**config.mk**
```make
export PLATFORM = sky130hd
export DESIGN_NAME = mem_access_ctrl_flat
export DESIGN_NICKNAME = d
export VERILOG_FILES = /design/src/rtl/mem_access_pkg.sv /design/src/rtl/mem_access_ctrl_if.sv /design/src/rtl/mem_lane_align.sv /design/src/rtl/mem_access_ctrl.sv /design/src/flat_wrapper.sv
export SDC_FILE = /design/constraint.sdc
export NUM_CORES = 1
export LEC_CHECK = 0
export CORE_MARGIN = 2
export CORE_UTILIZATION = 40
export DETAILED_ROUTE_END_ITERATION = 7
export PLACE_DENSITY_LB_ADDON = 0.1
export REMOVE_ABC_BUFFERS = 1
export SYNTH_ARGS = -nofsm -noshare
export SYNTH_HDL_FRONTEND = slang
export SYNTH_SLANG_ARGS = --single-unit
```
**constraint.sdc**
```tcl
create_clock -name CLK -period 2 [get_ports CLK]
set_clock_uncertainty 0.1 [all_clocks]
set_input_delay 0.4 -clock CLK [delete_from_list [all_inputs] [get_ports CLK]]
set_output_delay 0.4 -clock CLK [all_outputs]
set_load 0.02 [all_outputs]
```
**src/rtl/mem_access_pkg.sv**
```systemverilog
`default_nettype none
// +----------------------------------------------------------------------+
// | Module      : mem_access_pkg                                         |
// | Description : Shared types for the load/store memory access block:  |
// |               access size encodings, controller states, default     |
// |               memory size and the request legality check.           |
// | Revision    : 1.0 - initial release                                  |
// +----------------------------------------------------------------------+
package mem_access_pkg;

  localparam int unsigned MEM_BYTES_DEFAULT = 128;

  typedef enum logic [1:0] {
    SZ_BYTE    = 2'b00,
    SZ_HALF    = 2'b01,
    SZ_WORD    = 2'b10,
    SZ_ILLEGAL = 2'b11
  } size_e;

  typedef enum logic [1:0] {
    ST_IDLE  = 2'b00,
    ST_READ  = 2'b01,
    ST_WRITE = 2'b10,
    ST_RESP  = 2'b11
  } state_e;

  // A request is rejected when its size is illegal, it is misaligned for its
  // size, or any part of it would start beyond the attached memory.
  function automatic logic access_err(input size_e       size,
                                      input logic [31:0] addr,
                                      input int unsigned mem_bytes);
    logic err;
    err = (addr >= mem_bytes);
    case (size)
      SZ_HALF:    err = err | addr[0];
      SZ_WORD:    err = err | (addr[1:0] != 2'b00);
      SZ_ILLEGAL: err = 1'b1;
      default:    ;
    endcase
    return err;
  endfunction

endpackage
`default_nettype wire

```
**src/rtl/mem_access_ctrl_if.sv**
```systemverilog
`default_nettype none
// +----------------------------------------------------------------------+
// | Module      : mem_access_ctrl_if                                     |
// | Description : Pipeline request/response handshake plus the data     |
// |               memory bus of the memory access controller.           |
// | Revision    : 1.0 - initial release                                  |
// +----------------------------------------------------------------------+
interface mem_access_ctrl_if;

  // pipeline side
  logic        req_valid;
  logic        req_ready;
  logic        req_we;
  logic [1:0]  req_size;
  logic        req_signed;
  logic [31:0] req_addr;
  logic [31:0] req_wdata;
  logic        resp_valid;
  logic [31:0] resp_rdata;
  logic        resp_err;

  // data memory side (RD/WR active low)
  logic [31:0] DAddr;
  logic [31:0] DataIn;
  logic        RD;
  logic        WR;
  logic [31:0] DataOut;

  // controller view
  modport slave (
    input  req_valid, req_we, req_size, req_signed, req_addr, req_wdata,
    output req_ready, resp_valid, resp_rdata, resp_err,
    output DAddr, DataIn, RD, WR,
    input  DataOut
  );

  // pipeline + memory view
  modport master (
    output req_valid, req_we, req_size, req_signed, req_addr, req_wdata,
    input  req_ready, resp_valid, resp_rdata, resp_err,
    input  DAddr, DataIn, RD, WR,
    output DataOut
  );

endinterface
`default_nettype wire

```
**src/rtl/mem_lane_align.sv**
```systemverilog
`default_nettype none
// +----------------------------------------------------------------------+
// | Module      : mem_lane_align                                         |
// | Description : Big-endian lane handling. Extracts and extends the     |
// |               addressed byte/halfword of a memory word for loads and |
// |               merges store data into the addressed lanes.           |
// | Revision    : 1.0 - initial release                                  |
// +----------------------------------------------------------------------+
module mem_lane_align
  import mem_access_pkg::*;
(
  input  wire logic [31:0] rword_i,   // word read from memory
  input  wire logic [15:0] wdata_i,   // right-aligned store data
  input  wire logic [1:0]  off_i,     // byte offset within the word
  input  size_e            size_i,
  input  wire logic        signed_i,
  output logic      [31:0] load_o,    // extended load result
  output logic      [31:0] merge_o    // rword_i with addressed lanes replaced
);

  // Offset 0 is the most significant lane, so the shift is (3-off)*8 for
  // bytes and (off[1] ? 0 : 16) for halfwords.
  logic [4:0]  sh_b;
  logic [4:0]  sh_h;
  logic [7:0]  byte_v;
  logic [15:0] half_v;

  assign sh_b   = {~off_i, 3'b000};
  assign sh_h   = {~off_i[1], 4'b0000};
  assign byte_v = 8'(rword_i >> sh_b);
  assign half_v = 16'(rword_i >> sh_h);

  // Select extraction/merge by access size; words pass straight through.
  always_comb begin
    load_o  = rword_i;
    merge_o = rword_i;
    case (size_i)
      SZ_BYTE: begin
        load_o  = {{24{signed_i & byte_v[7]}}, byte_v};
        merge_o = (rword_i & ~(32'h0000_00FF << sh_b))
                | ({24'h0, wdata_i[7:0]} << sh_b);
      end
      SZ_HALF: begin
        load_o  = {{16{signed_i & half_v[15]}}, half_v};
        merge_o = (rword_i & ~(32'h0000_FFFF << sh_h))
                | ({16'h0, wdata_i} << sh_h);
      end
      default: ;
    endcase
  end

endmodule
`default_nettype wire

```
**src/rtl/mem_access_ctrl.sv**
```systemverilog
`default_nettype none
// +----------------------------------------------------------------------+
// | Module      : mem_access_ctrl                                        |
// | Description : Load/store controller between a pipeline request port  |
// |               and a word-wide data memory with active-low RD/WR.    |
// |               Sub-word stores use read-modify-write.                |
// | Revision    : 1.0 - initial release                                  |
// +----------------------------------------------------------------------+
module mem_access_ctrl
  import mem_access_pkg::*;
#(
  parameter int unsigned MEM_BYTES = MEM_BYTES_DEFAULT
)(
  input  wire logic        CLK,
  input  wire logic        Reset,
  mem_access_ctrl_if.slave bus
);

  state_e      state_q, state_d;
  logic        we_q;
  size_e       size_q;
  logic        signed_q;
  logic [1:0]  off_q;
  logic [15:0] wdata_q;
  logic [29:0] daddr_q;
  logic [31:0] datain_q;
  logic        rd_q, wr_q;
  logic        resp_valid_q, resp_err_q;
  logic [31:0] resp_rdata_q;

  size_e       req_size;
  logic        accept;
  logic        req_err;
  logic [31:0] load_data;
  logic [31:0] merged;

  assign req_size = size_e'(bus.req_size);
  assign accept   = bus.req_valid && (state_q == ST_IDLE);
  assign req_err  = access_err(req_size, bus.req_addr, MEM_BYTES);

  mem_lane_align u_align (
    .rword_i  (bus.DataOut),
    .wdata_i  (wdata_q),
    .off_i    (off_q),
    .size_i   (size_q),
    .signed_i (signed_q),
    .load_o   (load_data),
    .merge_o  (merged)
  );

  // State register.
  always_ff @(posedge CLK) begin
    if (Reset) state_q <= ST_IDLE;
    else       state_q <= state_d;
  end

  // Next-state: loads and sub-word stores read first; word stores write
  // directly; rejected requests go straight to the response.
  always_comb begin
    state_d = state_q;
    case (state_q)
      ST_IDLE: begin
        if (accept) begin
          if (req_err)                                state_d = ST_RESP;
          else if (bus.req_we && req_size == SZ_WORD) state_d = ST_WRITE;
          else                                        state_d = ST_READ;
        end
      end
      ST_READ:  state_d = we_q ? ST_WRITE : ST_RESP;
      ST_WRITE: state_d = ST_RESP;
      ST_RESP:  state_d = ST_IDLE;
      default:  state_d = ST_IDLE;
    endcase
  end

  // Request latch, registered memory strobes/address/data and response.
  // Strobes follow the next state so RD/WR are low exactly in READ/WRITE.
  always_ff @(posedge CLK) begin
    if (Reset) begin
      we_q         <= 1'b0;
      size_q       <= SZ_BYTE;
      signed_q     <= 1'b0;
      off_q        <= 2'b00;
      wdata_q      <= 16'h0;
      daddr_q      <= 30'h0;
      datain_q     <= 32'h0;
      rd_q         <= 1'b1;
      wr_q         <= 1'b1;
      resp_valid_q <= 1'b0;
      resp_err_q   <= 1'b0;
      resp_rdata_q <= 32'h0;
    end else begin
      rd_q         <= (state_d != ST_READ);
      wr_q         <= (state_d != ST_WRITE);
      resp_valid_q <= (state_d == ST_RESP);
      resp_err_q   <= accept && req_err;
      resp_rdata_q <= (state_q == ST_READ && !we_q) ? load_data : 32'h0;
      if (accept) begin
        we_q     <= bus.req_we;
        size_q   <= req_size;
        signed_q <= bus.req_signed;
        off_q    <= bus.req_addr[1:0];
        wdata_q  <= bus.req_wdata[15:0];
        daddr_q  <= bus.req_addr[31:2];
        if (bus.req_we && req_size == SZ_WORD)
          datain_q <= bus.req_wdata;
      end
      // DataOut is captured at the edge that ends READ.
      if (state_q == ST_READ && we_q)
        datain_q <= merged;
    end
  end

  assign bus.req_ready  = (state_q == ST_IDLE);
  assign bus.resp_valid = resp_valid_q;
  assign bus.resp_err   = resp_err_q;
  assign bus.resp_rdata = resp_rdata_q;
  assign bus.DAddr      = {2'b00, daddr_q};
  assign bus.DataIn     = datain_q;
  assign bus.RD         = rd_q;
  assign bus.WR         = wr_q;

endmodule
`default_nettype wire

```
**src/flat_wrapper.sv**
```systemverilog
// flat-port wrapper written by rule: the top's interface ports become plain ports
module mem_access_ctrl_flat import mem_access_pkg::*;
#(
  parameter int unsigned MEM_BYTES = MEM_BYTES_DEFAULT
)
  (CLK, Reset, bus_req_valid, bus_req_we, bus_req_size, bus_req_signed, bus_req_addr, bus_req_wdata, bus_req_ready, bus_resp_valid, bus_resp_rdata, bus_resp_err, bus_DAddr, bus_DataIn, bus_RD, bus_WR, bus_DataOut);
  mem_access_ctrl_if bus_i ();
  input  wire logic CLK;
  input  wire logic Reset;
  input wire logic [$bits(bus_i.req_valid)-1:0] bus_req_valid;
  input wire logic [$bits(bus_i.req_we)-1:0] bus_req_we;
  input wire logic [$bits(bus_i.req_size)-1:0] bus_req_size;
  input wire logic [$bits(bus_i.req_signed)-1:0] bus_req_signed;
  input wire logic [$bits(bus_i.req_addr)-1:0] bus_req_addr;
  input wire logic [$bits(bus_i.req_wdata)-1:0] bus_req_wdata;
  output wire logic [$bits(bus_i.req_ready)-1:0] bus_req_ready;
  output wire logic [$bits(bus_i.resp_valid)-1:0] bus_resp_valid;
  output wire logic [$bits(bus_i.resp_rdata)-1:0] bus_resp_rdata;
  output wire logic [$bits(bus_i.resp_err)-1:0] bus_resp_err;
  output wire logic [$bits(bus_i.DAddr)-1:0] bus_DAddr;
  output wire logic [$bits(bus_i.DataIn)-1:0] bus_DataIn;
  output wire logic [$bits(bus_i.RD)-1:0] bus_RD;
  output wire logic [$bits(bus_i.WR)-1:0] bus_WR;
  input wire logic [$bits(bus_i.DataOut)-1:0] bus_DataOut;
  assign bus_i.req_valid = bus_req_valid;
  assign bus_i.req_we = bus_req_we;
  assign bus_i.req_size = bus_req_size;
  assign bus_i.req_signed = bus_req_signed;
  assign bus_i.req_addr = bus_req_addr;
  assign bus_i.req_wdata = bus_req_wdata;
  assign bus_req_ready = bus_i.req_ready;
  assign bus_resp_valid = bus_i.resp_valid;
  assign bus_resp_rdata = bus_i.resp_rdata;
  assign bus_resp_err = bus_i.resp_err;
  assign bus_DAddr = bus_i.DAddr;
  assign bus_DataIn = bus_i.DataIn;
  assign bus_RD = bus_i.RD;
  assign bus_WR = bus_i.WR;
  assign bus_i.DataOut = bus_DataOut;
  mem_access_ctrl #(.MEM_BYTES(MEM_BYTES)) u_core (.CLK(CLK), .Reset(Reset), .bus(bus_i));
endmodule
```
; Yosys cells after proc, flatten, opt, wreduce, memory -nomap -nowiden
; Cells that the tools add are included.
[totals]
ff_bits = 122
out_inout_bits = 101
word_cells = 67
[op_classes]
n_lt_le_gt_ge = 1
n_eq_ne = 10
shifts = 6
muxes = 11
bitwise_logic = 13
n_reduce_logical = 13
[op_table]
columns = op, count
row1 = $pmux 32 s2, 2
row2 = $mux 32, 3
row3 = $and 32x32->32, 2
row4 = $not 32->32, 2
row5 = $or 32x32->32, 2
row6 = $ge 32x8->1 const B, 1
row7 = $shl 16x5->32, 1
row8 = $shl 16x5->32 const A, 1
row9 = $shl 8x5->32, 1
row10 = $shl 8x5->32 const A, 1
row11 = $shr 32x5->16, 1
row12 = $shr 32x5->8, 1
row13 = $eq 2x2->1 const B, 5
row14 = $pmux 2 s4, 1
row15 = $eq 2x1->1 const B, 3
row16 = $mux 2, 3
row17 = $reduce_bool 2->1, 3
row18 = $logic_and 1x1->1, 5
row19 = $logic_not 2->1, 2
row20 = $pmux 1 s3, 1
row21 = $and 1x1->1, 2
row22 = $ne 2x1->1 const B, 1
row23 = $ne 2x2->1 const B, 1
row24 = $not 1->1, 2
row25 = other kinds (6), 7

; Depth between registers and ports, before layout
[depth]
depth_word = 7
ltp_mapped = 10

; Hierarchy
; A second synthesis with hierarchy kept.
[hier_totals]
cells_unflattened = 705
area_unflattened_um2 = 6067.1
[by_module_without_submodules]
columns = mod, instances, cells_each, area_each_um2, seq_area_each_um2
row1 = mem_access_ctrl, 1, 499, 4523.1, 2442.3
row2 = mem_lane_align, 1, 206, 1544.0, 0.0

; Worst setup path after synthesis
; No wires, ideal clock.
[synth_timing]
path_type = reg2reg
startpoint = register u_core.state_q[0]
endpoint = register u_core.resp_valid_q (netlist: u_core.bus.resp_valid)
setup_time_ns = 0.059
t_arrival_ns = 1.855
path_slack_ns = -0.014
stages_incl_launch_ff = 10
period_less_slack_ns = 2.014
path_cell_list = dfxtp_1 > inv_1 > ha_1 > and2_1 > buf_4 > and3_1 > clkbuf_2 > and2_4 > a211oi_2 > o31a_1
[synth_via]
elab_chain_len = 5
elab_cells_between_ends = 8
cone_classes = eq/ne (4) / mux (2) / reduce/logical (2)
[synth_rtl]
columns = element, line_no
row1 = from (decl), mem_access_ctrl.sv:19  ; state_e state_q, state_d;
row2 = from (signal assigned), mem_access_ctrl.sv:54  ; else state_q <= state_d;
row3 = $logic_not 2->1 (*), n/a
row4 = net bus_req_ready, flat_wrapper.sv:16  ; output wire logic [$bits(bus_i.req_ready)-1:0] bus_req_ready;
row5 = $logic_and 1x1->1, mem_access_ctrl.sv:38  ; assign accept = bus.req_valid && (state_q == ST_IDLE);
row6 = $mux 2, mem_access_ctrl.sv:63  ; if (accept) begin
row7 = $pmux 2 s4 (*), mem_access_ctrl.sv:61  ; case (state_q)
row8 = $eq 2x2->1 (*), mem_access_ctrl.sv:95  ; resp_valid_q <= (state_d == ST_RESP);
row9 = to (signal assigned), mem_access_ctrl.sv:95
row10 = to (decl), mem_access_ctrl.sv:28  ; logic resp_valid_q, resp_err_q;
; The timed path passes the listed nets; every way through them passes the cells marked *.
; A chain may end at the register's enable or synchronous reset.

; Worst setup path after layout
[layout_timing]
startpoint = register u_core.datain_q[13] (netlist: u_core.bus.DataIn[13])
endpoint = output port bus_DataIn[13]
[layout_lines]
columns = element, line_no
row1 = from (decl), mem_access_ctrl.sv:26  ; logic [31:0] datain_q;
row2 = from (signal assigned), mem_access_ctrl.sv:106  ; datain_q <= bus.req_wdata;
row3 = from (signal assigned), mem_access_ctrl.sv:110  ; datain_q <= merged;
row4 = to (decl), flat_wrapper.sv:21  ; output wire logic [$bits(bus_i.DataIn)-1:0] bus_DataIn;
; No word-level cell between the ends.

==> impl.org <==
** Global route
- For this run, the total global-route usage over all layers was measured as 0.252.
- The number of antenna violations at the first check in global routing came to 0.
- Maximum number of pins on one net before global-route repair :: just under 80
- Global-route congestion overflow total :: 0
- The via count of the first global-routing pass is 5879.
- The first global-routing pass estimated ~30000 µm of wire.

** Timing
- Setup violations remaining at the end of the flow were counted as 0.
- The tightest hold path in the finished design has a slack of 302 ps.
- Max-slew headroom at the worst pin :: 0.589
- Summed over all failing endpoints, the final setup total negative slack is 0 ps.
- Post-route setup slack :: 76.1 ps
- Timing would allow up to 520 MHz.
- Setup repair after global routing left no endpoint under its margin.
- In the finished design, the share of the clock period the worst path needs comes to 0.962.
- The number of hold violations in the final report came to 0.
- Subtracting the final worst setup slack from the clock period gives 1920 ps.
- Slew of the pin with the lowest slew margin :: approximately 620 ps
- The number of max-slew violations in the final report was 0.

** Logic synthesis
- Mean instance size in the synthesized netlist :: 7.86 µm²
- Commonest cells in the synthesized netlist :: sky130_fd_sc_hd__nand2_1 (190), sky130_fd_sc_hd__a21oi_1 (124), sky130_fd_sc_hd__dfxtp_1 (122)
- Post-synthesis cell type count :: 49
- Count of flip-flops with a built-in enable after synthesis :: 0
- Total of warnings raised by yosys :: 0
- The synthesized design spends more area on one cell type than any other, namely sky130_fd_sc_hd__dfxtp_1.
- Counting flops and latches in the post-synthesis netlist gives between 100 and 150.
- Cell with the most instances after synthesis :: sky130_fd_sc_hd__nand2_1
- Post-synthesis sequential area ratio :: 0.435
- Of the post-synthesis cell area, the dominant cell type holds 0.435.
- Counting every instance in the synthesized netlist gives ~710.
- Post-synth design cell area :: 0.00561 mm²
- Top flip-flop cell by instance count after synthesis :: sky130_fd_sc_hd__dfxtp_1
- FFs w/ async S/R, synth :: 0
- By area the synthesized netlist is led by sky130_fd_sc_hd__dfxtp_1 (44%), sky130_fd_sc_hd__nand2_1 (13%), sky130_fd_sc_hd__a21oi_1 (11%).

** Worst setup path
- The largest single stage delay on the critical path is 630 ps.
- For this design, the slowest cell found on the critical path is sky130_fd_sc_hd__clkdlybuf4s50_1.
- STA classifies the critical path endpoint as an output pin.
- The worst setup path is of the reg -> out kind.
- Critical-path cell list :: clkdlybuf4s50_1
- Largest delay share family, worst path :: buffers and inverters
- Of all nets on the critical path, the largest fanout is 2.
- Data arrives at the worst endpoint at 1420 ps.
- The worst setup path is launched from a flop.
- Data on the critical path is required at its endpoint by 1500 ps.
- Buffers and inverters on the worst path :: 1

** Final layout
- After the last flow step, the layout net total stands at 1038.
- Counting the fill cells in the layout gives 1204.
- Fraction of final layout cells with drive strength greater than 1 :: 0.109
- For this run, the number of standard cells in the final layout without fillers is 1122.
- The repair_antennas step left the layout with diodes totalling 0.
- Layout area overhead :: 56.3%

** Clock network
- Buffers from clock root to sink, at most :: 2
- CTS built an H-tree with a depth of 4.
- TritonCTS built the clock tree.
- Post-CTS setup buffer count :: 0
- TritonCTS sink count :: 122
- Clk slew on worst S/H paths :: 50 ps
- CTS placed an instance of sky130_fd_sc_hd__clkbuf_16 at the clock tree root.
- The number of clock buffers added by TritonCTS is 17.
- Clock latency on the worst-skew pair :: 420 ps

** Route
- Initial detailed-routing violation count :: between 400 and 500
- After detailed routing, the average wire length per cell comes to 16.6 µm.
- The first detailed-routing pass took 5 iterations.
- Total Wirelength :: 18600 µm
- In this run the remaining antenna-violating nets after routing total 0.
- Via count :: roughly 6000
- Remaining routing DRC violations :: 0
- Ratio of routed vias to standard cells :: 5.37

** Job
- Reported max-cap violation count :: 0

** Power and ir drop
- For this design the ratio of total power to cell area is 1100 mW/mm².
- VDD sags by at most roughly 0.60 mV.
- Summed over all cells, the static leakage comes to 0.00327 µW.

** Status
- The flow ran to the end, and the final reports show no timing, DRC or antenna violations.

** Placement
- After detailed placement, the design holds a cell count of 1090.
- Placed wire-length estimate after detailed placement :: 13500 µm
- Before CTS, the worst setup slack after placement is -481 ps.
- Port Buffers :: ~200
- At the end of routability-driven placement, the weighted congestion stood at 0.916.

** Floorplan
- Die Wd :: 122 µm
- The floorplan step defined a die boundary enclosing 0.0150 mm².
- For this configuration, the core starts out at a cell density of 0.407.
- For this design the top-level I/O count stands at 204.
- Area of the placeable core :: 0.0138 mm²
- Y dimension of the die :: approximately 120 µm
- After floorplanning, the core was divided into 43 placement rows.

** Worst hold path
- Classification of the worst-slack hold path :: in -> reg
## path summary, 6_finish.rpt
kind	from	end	slack, ps	cells after the start
setup / recovery	u_core.bus.DataIn[13]	bus_DataIn[13]	80	1
setup reg to reg	u_core.state_q[0]	u_core.bus.RD	140	7
hold / removal	Reset	u_core.bus.WR	300	3
hold reg to reg	u_core.daddr_q[8]	u_core.daddr_q[8]	350	2
## per-layer routing
metal  up-vias  part of all wire  global-route usage
met5         -                 0                   0
met4         0             0.021               0.107
met3        29             0.089              0.0757
met2       260              0.48               0.406
met1      2791              0.41               0.312
li1       2942                 -                   -
## cells in the final DEF (no fill, tap or decap), types with 9 or more instances in the layout
cell                                n
sky130_fd_sc_hd__a311oi_1          16
sky130_fd_sc_hd__dfxtp_1          121
sky130_fd_sc_hd__buf_4             47
sky130_fd_sc_hd__a211oi_1           9
sky130_fd_sc_hd__nand2_1          188
sky130_fd_sc_hd__a22oi_1           16
sky130_fd_sc_hd__nor2_1            20
sky130_fd_sc_hd__nand3_1           10
sky130_fd_sc_hd__clkbuf_16         17
sky130_fd_sc_hd__o21ai_0            9
sky130_fd_sc_hd__clkdlybuf4s50_1  198
sky130_fd_sc_hd__a21o_1             9
sky130_fd_sc_hd__nor2b_1           19
sky130_fd_sc_hd__a21oi_1          124
## kinds of logic after synthesis
family	share of synthesized area
compound gates	0.261
fa+ha+maj	0.0134
buf+inv	0.0493
flops	0.435
mux	0.0343
other cells	0.000668
simple gates	0.206
## metrics by stage
step / instance area, µm² / power [µW] / utilization
floorplan: 5360 / 4760 / -
global placement: 8080 / 6270 / 0.587
detailed placement: 8080 / 6350 / 0.587
CTS: 8720 / 9610 / 0.633
global route: 8770 / 10100 / 0.637
finish: 8770 / 9610 / 0.637
## report_power, final
part           internal, µW  leakage, µW  switching (µW)
Clock                  2140     0.000295            1100
Combinational          1470      0.00198            1850
Sequential             2800     0.000993             250
## state kept, by name, indices dropped and copies added, names as in the netlist
name and count:
u_core.bus.DataIn 32, u_core.bus.RD 1, u_core.bus.WR 1, u_core.bus.resp_err 1
u_core.bus.resp_rdata 32, u_core.bus.resp_valid 1, u_core.daddr_q 30, u_core.off_q 2
u_core.signed_q 1, u_core.size_q 2, u_core.state_q 2, u_core.wdata_q 16
u_core.we_q 1
## layout make-up
class	instances	area, µm²	area share
multi-input cells	527	2960	0.338
repair buffers	255	2490	0.284
flip-flops and latches	122	2440	0.279
clock buffers	21	460	0.0525
well taps	180	225	0.0257
clock inverters	11	169	0.0193
inverters	6	22.5	0.00257
## timing repair
| item | 4_1_cts | 5_1_grt |
|---|---|---|
| endpoints found under the setup margin | 6 | 27 |
| resized for setup | 5 | 10 |
| hold buffers | 0 | 0 |
| pin swaps | 0 | 2 |
| endpoints found under the hold margin | 0 | 0 |
No activity file was read; power rests on OpenSTA's default activity.
==> edit 1, RTL diff (config.mk and constraints unchanged) <==
Re-encode `state_e` (4 states) as one-hot, 4 bits wide.
--- a/src/rtl/mem_access_pkg.sv
+++ b/src/rtl/mem_access_pkg.sv
@@ -17,11 +17,11 @@
     SZ_ILLEGAL = 2'b11
   } size_e;
 
-  typedef enum logic [1:0] {
-    ST_IDLE  = 2'b00,
-    ST_READ  = 2'b01,
-    ST_WRITE = 2'b10,
-    ST_RESP  = 2'b11
+  typedef enum logic [3:0] {
+    ST_IDLE  = 4'b0001,
+    ST_READ  = 4'b0010,
+    ST_WRITE = 4'b0100,
+    ST_RESP  = 4'b1000
   } state_e;
 
   // A request is rejected when its size is illegal, it is misaligned for its
Formal check against the unedited RTL: no difference found for any inputs over 10 cycles, from zero or initial values and one cycle with Reset high; not proved beyond that.
==> edit 1 against the unedited design <==
The run now ends with setup timing left. Synthesized area up 6.8%. Sequential cell count rose by 2. Final area up 7.1%. Wire length grew 15%. Sequential share of layout area is 1.4 points lower. Critical path depth increased by 4. Setup slack got worse by 81 ps. Fmax fell by 4.1%. Critical endpoint is now u_core.bus.resp_rdata[2]. Highest routed layer unchanged.
Power is not compared: it rests on default switching activity, and its combinational part moved more than twofold at a synthesized area within 25%.
==> edit 1: results <==
{
  "crit_arrival_ps": 2280,
  "ys_seq_area_frac": 0.414,
  "drtIter0Drc": 492,
  "leakage_nw": 3.71,
  "yosys-top-cells-area": "dfxtp_1, nand2_1, a21oi_1",
  "slowest_delay_ps": 400,
  "synth_common_cells": "nand2_1, dfxtp_1, a21oi_1, nor2_1, clkbuf_1",
  "min_to": "u_core.we_q",
  "worstSetupStartpointType": "flop",
  "reg2regPathDepth": 5,
  "cpMaxStageDelayCell": "or3_4",
  "place_ws_ps": -681,
  "path_clk_slew_ps": 60,
  "hp-class": "in2reg",
  "place.gp.congestion": 0.930,
  "fill_cells": 1214,
  "cts_buffers": 17,
  "antenna_found_initial": 0,
  "finalSetupTns_ps": -5.41,
  "regToRegEndpoint": "u_core.bus.resp_rdata[2]",
  "grt_pass1_vias": 6337,
  "htree_num_levels": 4,
  "status": "finished with violations",
  "placed_area_sq_um": 8620,
  "viasPerCell": 5.67,
  "final_common_cell": "clkdlybuf4s50_1",
  "final_nets": 1041,
  "area_delta_synth_final_pct": 56.8,
  "setup_viol": 1,
  "clk_latency_ps": 420,
  "worst-path-max-fanout": 10,
  "synth-async-reset-ratio": 0,
  "peakVddDrop_v": 0.000636,
  "port_buffers": 201,
  "synth_top_flop_cell": "dfxtp_1",
  "grt_usage": 0.265,
  "cts_max_path_buffers": 2,
  "holdWs_ps": 210,
  "violations": "setup timing",
  "antenna_cells": 0,
  "worst_pin_slew_ps": 558,
  "yosysUniqueCellTypes": 54,
  "drive_gt1_frac": 0.161,
  "worst_slack_ps": -5.41,
  "crit_family": "simple AND/OR/NAND/NOR gates",
  "drt_first_pass_iters": 5,
  "grt_max_degree": 53,
  "worstHoldPathCells": 3,
  "yosys_warnings": 0,
  "wl_per_cell_um": 19.0,
  "dp_hpwl_mm": 15.3,
  "reg2reg_from": "u_core.state_q[0]",
  "clock-root-buffer": "clkbuf_16",
  "min_from": "bus_req_we",
  "grt_pass1_wl_mm": 33.5
}
edit 1: report_power, final:
group | internal, mW | total, mW | switching [mW] | leakage, nW
clock network | 1.86 | 2.97 | 1.11 | 0.275
logic | 0.683 | 1.42 | 0.737 | 2.43
registers | 2.58 | 2.67 | 0.0831 | 1.01
total | 5.13 | 7.06 | 1.93 | 3.71
edit 1: metrics by stage:
stage / power (mW) / cells
final: 7.06 / 1131
after global routing: 7.32 / 1131
after CTS: 7.07 / 1131
after detailed placement: 4.09 / 1092
after global placement: 4.06 / 1092
after floorplan: 3.32 / 636
edit 1: kinds of logic after synthesis:
kind of cell	Yosys count	share of synthesized area
other	1	0.000626
and+or+nand+nor	270	0.207
buffers and inverters	65	0.0476
muxes	43	0.0885
xor gates and xnor gates	1	0.00146
adders and majority gates	3	0.00627
DFF	124	0.414
AOI/OAI and AO/OA	188	0.234
edit 1: worst reg2reg max path, stage by stage, from the launching register on:
cell	delay [ps]
dfxtp_2	350
or3_4	410
or3_1	340
buf_4	190
a2111oi_1	390
buf_4	180
edit 1: worst max-delay path by stage:
stage | end | slack [ps] | cells after the start
final | u_core.bus.resp_rdata[2] | -5 | 5
after global routing | u_core.bus.resp_rdata[1] | -50 | 5
after CTS | u_core.bus.DataIn[7] | 1 | 7
after detailed placement | u_core.bus.DataIn[22] | -680 | 8
after global placement | u_core.bus.DataIn[28] | -560 | 8
after floorplan | u_core.daddr_q[0] | -1540 | 4
edit 1: routing by layer:
metal | track usage | share of wire | up-vias
met4 | 0.107 | 0.024 | 0
met1 | 0.323 | 0.40 | 3035
met3 | 0.0898 | 0.10 | 42
met5 | 0 | 0 | -
li1 | - | - | 2999
met2 | 0.431 | 0.47 | 340
edit 1: area by class of cell:
| class | instances | area share |
|---|---|---|
| Clock inverter | 6 | 0.00639 |
| Multi-Input combinational cell | 507 | 0.352 |
| Inverter | 5 | 0.00200 |
| Clock buffer | 25 | 0.0538 |
| Sequential cell | 124 | 0.264 |
| Tap cell | 184 | 0.0245 |
| Timing Repair Buffer | 280 | 0.297 |
edit 1: repair_timing:
action	CTS	global route
endpoints found under the setup margin	40	27
cloned	3	0
pin swaps	3	3
hold endpoints to repair	0	0
buffers inserted	5	0
gates resized for setup	18	8
==> edit 2, RTL diff (same settings) <==
Made on the original files. `resp_rdata_q` no longer has a reset.
--- a/src/rtl/mem_access_ctrl.sv
+++ b/src/rtl/mem_access_ctrl.sv
@@ -88,13 +88,11 @@
       wr_q         <= 1'b1;
       resp_valid_q <= 1'b0;
       resp_err_q   <= 1'b0;
-      resp_rdata_q <= 32'h0;
     end else begin
       rd_q         <= (state_d != ST_READ);
       wr_q         <= (state_d != ST_WRITE);
       resp_valid_q <= (state_d == ST_RESP);
       resp_err_q   <= accept && req_err;
-      resp_rdata_q <= (state_q == ST_READ && !we_q) ? load_data : 32'h0;
       if (accept) begin
         we_q     <= bus.req_we;
         size_q   <= req_size;
@@ -111,6 +109,10 @@
     end
   end
 
+  always_ff @(posedge CLK) begin
+    resp_rdata_q <= (state_q == ST_READ && !we_q) ? load_data : 32'h0;
+  end
+
   assign bus.req_ready  = (state_q == ST_IDLE);
   assign bus.resp_valid = resp_valid_q;
   assign bus.resp_err   = resp_err_q;
Check against the original RTL: differs if Reset is asserted again (counterexample within 4 cycles, from zero or initial values and one cycle with Reset high); with Reset held inactive, the same outputs for 10 cycles.
==> edit 2 against the unedited design <==
Worst hold slack better by 49 ps. Global-route usage fell by 0.55 points. Power grew 2.3%. Non-clock buffer count down 3. Clock power is 3% lower. Wire length up 3.6%. Synthesized area grew 4.2%. Setup slack improved by 13 ps. Cell count down 2.9%. Core utilization down 2.0 points. First-iteration DRC count fell by 3.0%. Sequential cell count is the same. Final area rose by 1.4%. Largest power group unchanged. Highest routed layer unchanged.
==> edit 2: results <==
{
  "drtIter0Drc": 414,
  "place_ws_ps": -324,
  "dp_hpwl_mm": 14.0,
  "wl_per_cell_um": 17.7,
  "yosys-top-cells-area": "dfxtp_1, a21oi_1, nand2_1",
  "status": "finished, final reports clean",
  "synth_compound_area_frac": 0.266,
  "clock_power_mw": 3.15,
  "regToRegEndpoint": "u_core.bus.resp_rdata[21]",
  "netlist_area_sq_um": 5850,
  "met3_length_mm": 1.61,
  "cp-startpoint": "u_core.bus.DataIn[12]",
  "crit_end": "bus_DataIn[12]",
  "drive_gt1_frac": 0.118,
  "min_from": "u_core.daddr_q[16]",
  "dr_wl_met2_mm": 9.09,
  "p_sw_frac": 0.336,
  "grt_max_degree": 54,
  "holdWs_ps": 351,
  "min_to": "u_core.daddr_q[16]",
  "post-route-min-period_ps": 1910,
  "grt_usage": 0.246,
  "ys_seq_area_frac": 0.418,
  "synthAdderAreaFrac": 0.0128,
  "grt_pass1_vias": 5961,
  "reg2reg_from": "u_core.state_q[1]"
}
-- edit 2: metal layers --
metal | vias up | track usage
li1 | 2889 | -
met1 | 2795 | 0.305
met2 | 229 | 0.403
met3 | 31 | 0.0833
met4 | 0 | 0.0843
met5 | - | 0
-- edit 2: per-stage QoR --
| step | TNS [ps] | area, sq um | std cells | power (mW) |
|---|---|---|---|---|
| 6_report | 0 | 8890 | 1090 | 9.83 |
| 4_1_cts | 0 | 8880 | 1090 | 9.87 |
| 3_5_place_dp | -10970 | 8270 | 1058 | 6.70 |
| 3_3_place_gp | -7300 | 8270 | 1058 | 6.62 |
| 2_1_floorplan | -65670 | 5520 | 622 | 4.94 |
| 5_1_grt | 0 | 8890 | 1090 | 10.3 |
-- edit 2: final cells by class --
type	count	area (sq um)
fillers	1241	5530
repair buffers	252	2510
clock buffers	24	492
multi-input cells	492	3070
clock inverters	8	115
flip-flops and latches	122	2450
well taps	184	230
inverters	8	30.0
